<file path="config.mk">
export PLATFORM = sky130hd
export DESIGN_NAME = acs_array
export DESIGN_NICKNAME = d
export VERILOG_FILES = /design/src/rtl/viterbi_pkg.sv /design/src/rtl/acs_cell.sv /design/src/rtl/acs_array.sv
export SDC_FILE = /design/constraint.sdc
export NUM_CORES = 1
export LEC_CHECK = 0
export CAP_MARGIN = 20
export CELL_PAD_IN_SITES_DETAIL_PLACEMENT = 1
export CELL_PAD_IN_SITES_GLOBAL_PLACEMENT = 1
export CORE_UTILIZATION = 45
export CTS_BUF_LIST = sky130_fd_sc_hd__clkbuf_8
export CTS_CLUSTER_DIAMETER = 40
export CTS_CLUSTER_SIZE = 25
export DETAILED_ROUTE_END_ITERATION = 10
export GPL_ROUTABILITY_DRIVEN = 0
export PLACE_DENSITY_LB_ADDON = 0.15
export SKIP_CTS_REPAIR_TIMING = 1
export SLEW_MARGIN = 20
export SYNTH_ARGS = -nofsm -noshare
export SYNTH_HDL_FRONTEND = slang
export SYNTH_SLANG_ARGS = --single-unit
</file>
<file path="constraint.sdc">
create_clock -name clk -period 14.66 [get_ports clk]
set_clock_uncertainty 0.05 [all_clocks]
set_input_delay 3.665 -clock clk [delete_from_list [all_inputs] [get_ports clk]]
set_output_delay 3.665 -clock clk [all_outputs]
set_load 0.02 [all_outputs]
</file>
<file path="src/rtl/viterbi_pkg.sv">
// viterbi_pkg: shared constants and helpers for the ACS array; ACS_NORM_EN selects normalised vs modulo metric compare.
package viterbi_pkg;
  localparam int K_DEF = 3;
  localparam int NS_DEF = 1 << (K_DEF - 1);
  localparam int PM_W_DEF = 7;
  localparam int W_MAX = 16;
  function automatic logic [1:0] branch_out(input logic [6:0] r, input logic [6:0] g0, input logic [6:0] g1);
    return {^(r & g0), ^(r & g1)};
  endfunction
  function automatic logic [1:0] ham2(input logic [1:0] a, input logic [1:0] b);
    return {1'b0, a[1] ^ b[1]} + {1'b0, a[0] ^ b[0]};
  endfunction
  function automatic logic pm_lt(input logic [W_MAX-1:0] a, input logic [W_MAX-1:0] b, input int w);
`ifdef ACS_NORM_EN
    return (a & ((W_MAX'(1) << w) - W_MAX'(1))) < (b & ((W_MAX'(1) << w) - W_MAX'(1)));
`else
    // wrapped metrics: sign of the w-bit difference orders them while the spread stays below half range
    return |(W_MAX'(a - b) & (W_MAX'(1) << (w - 1)));
`endif
  endfunction
endpackage

</file>
<file path="src/rtl/acs_cell.sv">
// acs_cell: combinational add-compare-select for one trellis state.
module acs_cell
  import viterbi_pkg::*;
#(
  parameter int PM_W = PM_W_DEF
) (
  input  logic [PM_W-1:0] pm_p0,
  input  logic [PM_W-1:0] pm_p1,
  input  logic [1:0]      bm0,
  input  logic [1:0]      bm1,
  output logic [PM_W-1:0] pm_new,
  output logic            dec_bit
);
  logic [PM_W-1:0] c0, c1;
  always_comb begin
    c0 = pm_p0 + PM_W'(bm0);
    c1 = pm_p1 + PM_W'(bm1);
    dec_bit = pm_lt(W_MAX'(c1), W_MAX'(c0), PM_W);
    pm_new = dec_bit ? c1 : c0;
  end
endmodule

</file>
<file path="src/rtl/acs_array.sv">
// acs_array: registered rate-1/2 Viterbi ACS array over all states with frame start, stall and best-state search.
// ACS_NORM_EN defined: subtract the previous minimum before each step instead of letting metrics wrap.
module acs_array
  import viterbi_pkg::*;
#(
  parameter int         K    = K_DEF,
  parameter logic [6:0] G0   = 7'o7,
  parameter logic [6:0] G1   = 7'o5,
  parameter int         PM_W = PM_W_DEF,
  parameter int         INIT = 16
) (
  input  logic                           clk,
  input  logic                           rst,
  input  logic                           in_valid,
  input  logic                           sof,
  input  logic [1:0]                     data_recv,
  output logic                           out_valid,
  output logic [(1<<(K-1))-1:0]          dec,
  output logic [(1<<(K-1))*PM_W-1:0]     pm_flat,
  output logic [K-2:0]                   best_state
);
  localparam int NS = 1 << (K - 1);
`ifdef ACS_NORM_EN
  localparam bit NORM = 1'b1;
`else
  localparam bit NORM = 1'b0;
`endif
  logic [PM_W-1:0] pm_q [NS];
  logic [PM_W-1:0] pm_d [NS];
  logic [PM_W-1:0] base [NS];
  logic [PM_W-1:0] min_q, min_d;
  logic [NS-1:0]   dec_q, dec_d;
  logic [K-2:0]    best_q, best_d;
  logic            valid_q;
  always_comb begin
    for (int s = 0; s < NS; s++)
      base[s] = sof ? (s == 0 ? '0 : PM_W'(INIT)) : pm_q[s] - (NORM ? min_q : '0);
  end
  for (genvar n = 0; n < NS; n++) begin : g_state
    localparam int P0 = (2 * n) % NS;
    localparam int B = n / (NS / 2);
    localparam logic [6:0] R0 = 7'(B * NS + P0);
    acs_cell #(.PM_W(PM_W)) u_cell (
      .pm_p0  (base[P0]),
      .pm_p1  (base[P0+1]),
      .bm0    (ham2(branch_out(R0, G0, G1), data_recv)),
      .bm1    (ham2(branch_out(R0 + 7'd1, G0, G1), data_recv)),
      .pm_new (pm_d[n]),
      .dec_bit(dec_d[n])
    );
    assign pm_flat[n*PM_W +: PM_W] = pm_q[n];
  end
  always_comb begin
    min_d = pm_d[0];
    best_d = '0;
    for (int s = 1; s < NS; s++)
      if (pm_lt(W_MAX'(pm_d[s]), W_MAX'(min_d), PM_W)) begin
        min_d = pm_d[s];
        best_d = (K-1)'(s);
      end
  end
  always_ff @(posedge clk) begin
    if (rst) begin
      for (int s = 0; s < NS; s++) pm_q[s] <= (s == 0) ? '0 : PM_W'(INIT);
      min_q <= '0;
      dec_q <= '0;
      best_q <= '0;
      valid_q <= 1'b0;
    end else begin
      valid_q <= in_valid;
      if (in_valid) begin
        pm_q <= pm_d;
        min_q <= min_d;
        dec_q <= dec_d;
        best_q <= best_d;
      end
    end
  end
  assign out_valid = valid_q;
  assign dec = dec_q;
  assign best_state = best_q;
endmodule

</file>
# After elaboration in Yosys (flattened, before gate mapping)
# Cells that the tools add are included.
# W data, S select, Z words.
# totals
word_cells	41
output_inout_bits	35
ff_bits	35
# op_classes
bitwise_logic	2
add_sub_neg	19
n_mux	13
# ops
cell	count
$mux W7	10
$add A7 B2 Y7	8
$sub A7 B7 Y7	7
$add A1 B1 Y2	4
$mux W2	2
$not A1 Y1	2
$mux W1	1

# Depth between registers and ports, before layout
# depth
ltp_word	11
depth_mapped	49
ltp_nobuf	45

# Cells and area by module
# A second synthesis with hierarchy kept.
# unflattened
cells_unflattened	477
hier_area_um2	4157.7
# modules_own_cells
module	cells_per_inst	instances	area_per_inst_um2	seq_area_each_um2
acs_array	245	1	2185.8	700.7
acs_cell	58	4	493.0	0.0

# Least setup slack after synthesis
# No wires, ideal clock.
# synth_timing
kind	input to register
from	input sof
to	register best_q[1] (netlist: best_state[1])
slack_ps	2324
t_required_ps	14519
setup_ps	91
stages	48
t_arrival_ps	12195
cell_sequence	clkbuf_8 > buf_6 > clkbuf_1 > nor2b_1 > ha_1 > fa_1 > nand3_1 > xor2_1 > and2_2 > inv_1 > ha_1 > and3_1 > a21oi_1 > nor2_1 > a32oi_4 > mux2i_1 > inv_1 > ha_1 > [... 12 more ...] > mux2i_1 > clkbuf_8 > nor3_1 > mux2i_1 > nand3_2 > xnor2_1 > clkbuf_1 > nor2_1 > a21oi_1 > ha_1 > a21oi_1 > nor2b_1 > o21ai_0 > nand2b_1 > a21oi_1 > o21ai_1 > xnor2_1 > a311oi_1
# synth_via
elab_chain_len	10
elab_cells_between_ends	27
# synth_lines
item	line	text
from (decl)	acs_array.sv:15	input logic sof,
$mux W7	acs_array.sv:37	base[s] = sof ? (s == 0 ? '0 : PM_W'(INIT)) : pm_q[s] - (NORM ? min_q : '0);
$add A7 B2 Y7 (on tied branches)	acs_cell.sv:17, acs_cell.sv:16	
$sub A7 B7 Y7	viterbi_pkg.sv:18	return |(W_MAX'(a - b) & (W_MAX'(1) << (w - 1)));
$mux W7 (*)	acs_cell.sv:19	pm_new = dec_bit ? c1 : c0;
net g_state[1].u_cell.pm_new[3]	acs_cell.sv:11	output logic [PM_W-1:0] pm_new,
$sub A7 B7 Y7	viterbi_pkg.sv:18	
$mux W7 (*)	acs_array.sv:57	if (pm_lt(W_MAX'(pm_d[s]), W_MAX'(min_d), PM_W)) begin
$sub A7 B7 Y7	viterbi_pkg.sv:18	
$mux W7	acs_array.sv:57	
$sub A7 B7 Y7	viterbi_pkg.sv:18	
$mux W2 (*)	acs_array.sv:57	
to (signal assigned)	acs_array.sv:75	best_q <= best_d;
to (decl)	acs_array.sv:33	logic [K-2:0] best_q, best_d;
# Mark *: on every way through the listed nets, which the timed path passes. The rest lies on a longest branch.
# A chain may end at the register's enable or synchronous reset.

# Worst setup path in the final report
# layout_timing
from	input sof
to	register best_q[0] (netlist: best_state[0])
# layout_via
elab_chain_len	10
elab_cells_between_ends	28
# layout_lines
item	line
$mux W7	acs_array.sv:37
$add A7 B2 Y7 (on tied branches)	acs_cell.sv:17, acs_cell.sv:16
$sub A7 B7 Y7	viterbi_pkg.sv:18
$mux W7	acs_cell.sv:19
$sub A7 B7 Y7	viterbi_pkg.sv:18
$mux W7	acs_array.sv:57
$sub A7 B7 Y7	viterbi_pkg.sv:18
$mux W7	acs_array.sv:57
$sub A7 B7 Y7	viterbi_pkg.sv:18
$mux W2 (*)	acs_array.sv:57
# Every way passes the cells marked *; elsewhere a longest branch is shown, timed or not.

==> results.py <==
metrics = {
    "clocking": {
        "clock-sinks": 35,
        "cts_buffers": 5,
        "h-tree-depth": 2,
        "insertion_delay_ps": 310,
        "cts_tree": "yes",
        "cts_root_buf": "clkbuf_8",
        "cts.reportedPaths.clkPinSlew_ps": 90,
        "clock_path_buffers": 2,
    },
    "run_status": {
        "status": "finished clean",
    },
    "logic_synthesis": {
        "yosysSeqAreaShare_pct": 15.60,
        "yosysWarningCount": 0,
        "yosysUniqueCellTypes": 75,
        "syn_avg_cell_area_um2": 8.064,
        "synth_edf_count": 0,
        "syn_area_um2": 4492,
        "syn_inst": 557,
        "async_reset_ff_share_pct": 0,
        "syn_nets": 614,
        "synth.ff_latch_count": 35,
        "synthFlopType": "dfxtp_1",
    },
    "min_path": {
        "hold_path.class": "reg -> reg",
    },
    "power_and_ir_drop": {
        "p_leak_nw": 2.082,
        "ir_drop_uv": 176.6,
        "switching_share_pct": 48.75,
        "pwr-share-clk_pct": 14.8,
        "seqPwrFrac_pct": 16.6,
        "power_density_nw_per_um2": 151.6,
        "power.share.combinational_pct": 68.6,
        "p_int_mw": 0.3899,
        "switchingPower_mw": 0.3708,
    },
    "sta": {
        "tightest_slew_ps": 929.6,
        "whs_ps": 445.6,
        "hold_violations": 0,
        "post-route-period-util_pct": 93.94,
        "fin_tns_setup_ps": 0,
        "clock.fmax_ghz": 0.07261,
        "slew_headroom_pct": 37.66,
        "slew_viol_final": 0,
        "rsz0062_at_grt": "no",
        "setup_violations": 0,
        "period_needed_ps": 13770,
    },
    "floorplanning": {
        "placementRows": 36,
        "core_um2": 9729,
        "num_io_pins": 41,
        "die_w_um": 101.9,
        "start_util_pct": 46.17,
        "die_h_um": 101.9,
        "dieArea_um2": 10390,
    },
    "finish": {
        "postLayoutCoreUtil_pct": 51.58,
        "drive_gt1_share_pct": 9.466,
        "instances_no_fill": 714,
        "multi_input_area_um2": 3445,
        "syn_to_final_growth_pct": 11.73,
        "postLayoutCellArea_um2": 5019,
        "layout.nets": 637,
        "fillerInstances": 1210,
        "seqCellArea_um2": 700.7,
        "antenna_cells": 0,
    },
    "global_route": {
        "met3_usage_pct": 4.446,
        "grt_usage_pct": 29.15,
        "grt_remaining_overflow": 0,
        "grt_use_met2_pct": 49.53,
        "grt_pass1_vias": 4221,
        "met1_usage_pct": 36.86,
        "antenna_found_initial": 0,
        "busiest_layer": "met2",
        "grt_max_degree": 56,
        "grt_pass1_wl_mm": 22.83,
    },
    "worst_setup_path": {
        "critPathMaxStageDelay_ps": 750,
        "path_class": "in -> reg",
        "critPathMaxFanout": 24,
        "end_kind": "register",
        "cp.arrival_ps": 13880,
        "critPathLaunchType": "primary input",
        "required_ps": 14770,
        "worst_path_max_delay_cell": "clkdlybuf4s50_1",
    },
    "placed_design": {
        "placed_cells": 706,
        "placed_cell_area_um2": 4868,
        "io_buffers": 40,
        "dp_hpwl_mm": 11.17,
    },
    "route": {
        "dr_total_vias": 4182,
        "drt-initial-drc-count": 97,
        "avgViaCountPerCell": 5.857,
        "firstDrtPassIters": 4,
        "wl_per_cell_um": 20.08,
        "drc": 0,
        "ant_nets": 0,
        "wl_mm": 14.34,
    },
    "flow_run": {
        "maxCapViolCount": 0,
    },
}
sequential cells by signal (all words and copies together) (netlist names):
name        flops
best_state      2
pm_flat        28
dec             4
out_valid       1
stage by stage:
stage / power [mW] / setup slack, ps
2_1_floorplan: 0.5106 / 2324
3_3_place_gp: 0.6129 / 720.6
3_5_place_dp: 0.6373 / 207.9
4_1_cts: 0.7545 / 445.3
5_1_grt: 0.8289 / 17.12
6_report: 0.7607 / 888.3
placed cells by master, fill, tap and decap left out, types with 3 or more instances in the layout:
cell type	count
a21o_1	8
nor3_1	6
and3b_1	4
a2111oi_0	4
nand2_1	34
mux2_2	9
inv_1	26
a21oi_1	28
and3_1	3
nand4_1	15
a211oi_1	18
nor2b_1	16
nand2b_1	4
nor2_1	79
xor2_1	27
dfxtp_1	35
nand3_1	11
clkbuf_8	5
mux2i_1	30
clkdlybuf4s50_1	39
o21ai_0	20
maj3_1	5
ha_1	49
a31oi_1	3
a211o_1	5
or3_1	3
xnor2_1	21
buf_4	11
a311oi_1	4
cell type report:
cell class	count	area share (%)
Clock buffer	5	1.371
Clock inverter	3	1.346
Inverter	26	1.945
Multi-Input combinational cell	462	68.64
Sequential cell	35	13.96
Tap cell	133	3.316
Timing Repair Buffer	50	9.424
synthesized netlist by cell type, types with 7 or more instances:
| cell | count | area (um2) |
|---|---|---|
| nor2_1 | 79 | 296.5 |
| ha_1 | 49 | 613.1 |
| dfxtp_1 | 35 | 700.7 |
| nand2_1 | 34 | 127.6 |
| mux2i_1 | 31 | 310.3 |
| a21oi_1 | 28 | 140.1 |
| xor2_1 | 27 | 236.5 |
| inv_1 | 26 | 97.59 |
| xnor2_1 | 22 | 192.7 |
| o21ai_0 | 20 | 100.1 |
| a211oi_1 | 18 | 135.1 |
| nor2b_1 | 16 | 100.1 |
| nand4_1 | 15 | 93.84 |
| nand3_1 | 11 | 55.05 |
| clkbuf_1 | 9 | 33.78 |
| mux2_2 | 9 | 101.4 |
| a21o_1 | 8 | 60.06 |
| clkbuf_8 | 7 | 96.34 |
power groups by stage:
| stage | clock network (mW) | registers [mW] | logic [mW] |
|---|---|---|---|
| finish | 0.113 | 0.126 | 0.522 |
| global route | 0.119 | 0.128 | 0.582 |
| CTS | 0.114 | 0.126 | 0.514 |
| detailed placement | 0 | 0.128 | 0.509 |
| global placement | 0 | 0.128 | 0.485 |
| floorplan | 0 | 0.133 | 0.378 |
kinds of logic after synthesis:
kind of cell / share of synthesized area, %
compound gates: 19.64
mux: 9.666
flops: 15.60
buf+inv: 7.966
xor+xnor: 9.916
simple gates: 21.31
fa+ha+maj: 15.91
critical path, delay by kind of cell:
kind / cells / cell delay [ps]
AO/OA/AOI/OAI: 17 / 3030
XOR/XNOR: 3 / 940
adder cells (fa/ha/maj): 7 / 2190
buffers and inverters: 3 / 1410
multiplexers: 4 / 1440
AND/OR/NAND/NOR: 10 / 1170
routing by layer:
layer	vias to the layer above	share of wire (%)	wire length (um)
met4	0	3.5	501
met1	2043	45	6422
met2	77	47	6779
li1	2031	-	-
met5	-	0	0
met3	31	4.4	634
final timing paths:
check	depth (start not counted)	slack, ps	endpoint	from
setup reg to reg	42	5030	best_state[0]	pm_flat[0]
hold reg to reg	2	450	dec[3]	dec[3]
hold / removal	2	450	dec[3]	dec[3]
setup / recovery	44	890	best_state[0]	sof
Note: power is estimated with default switching activity, not from simulation.
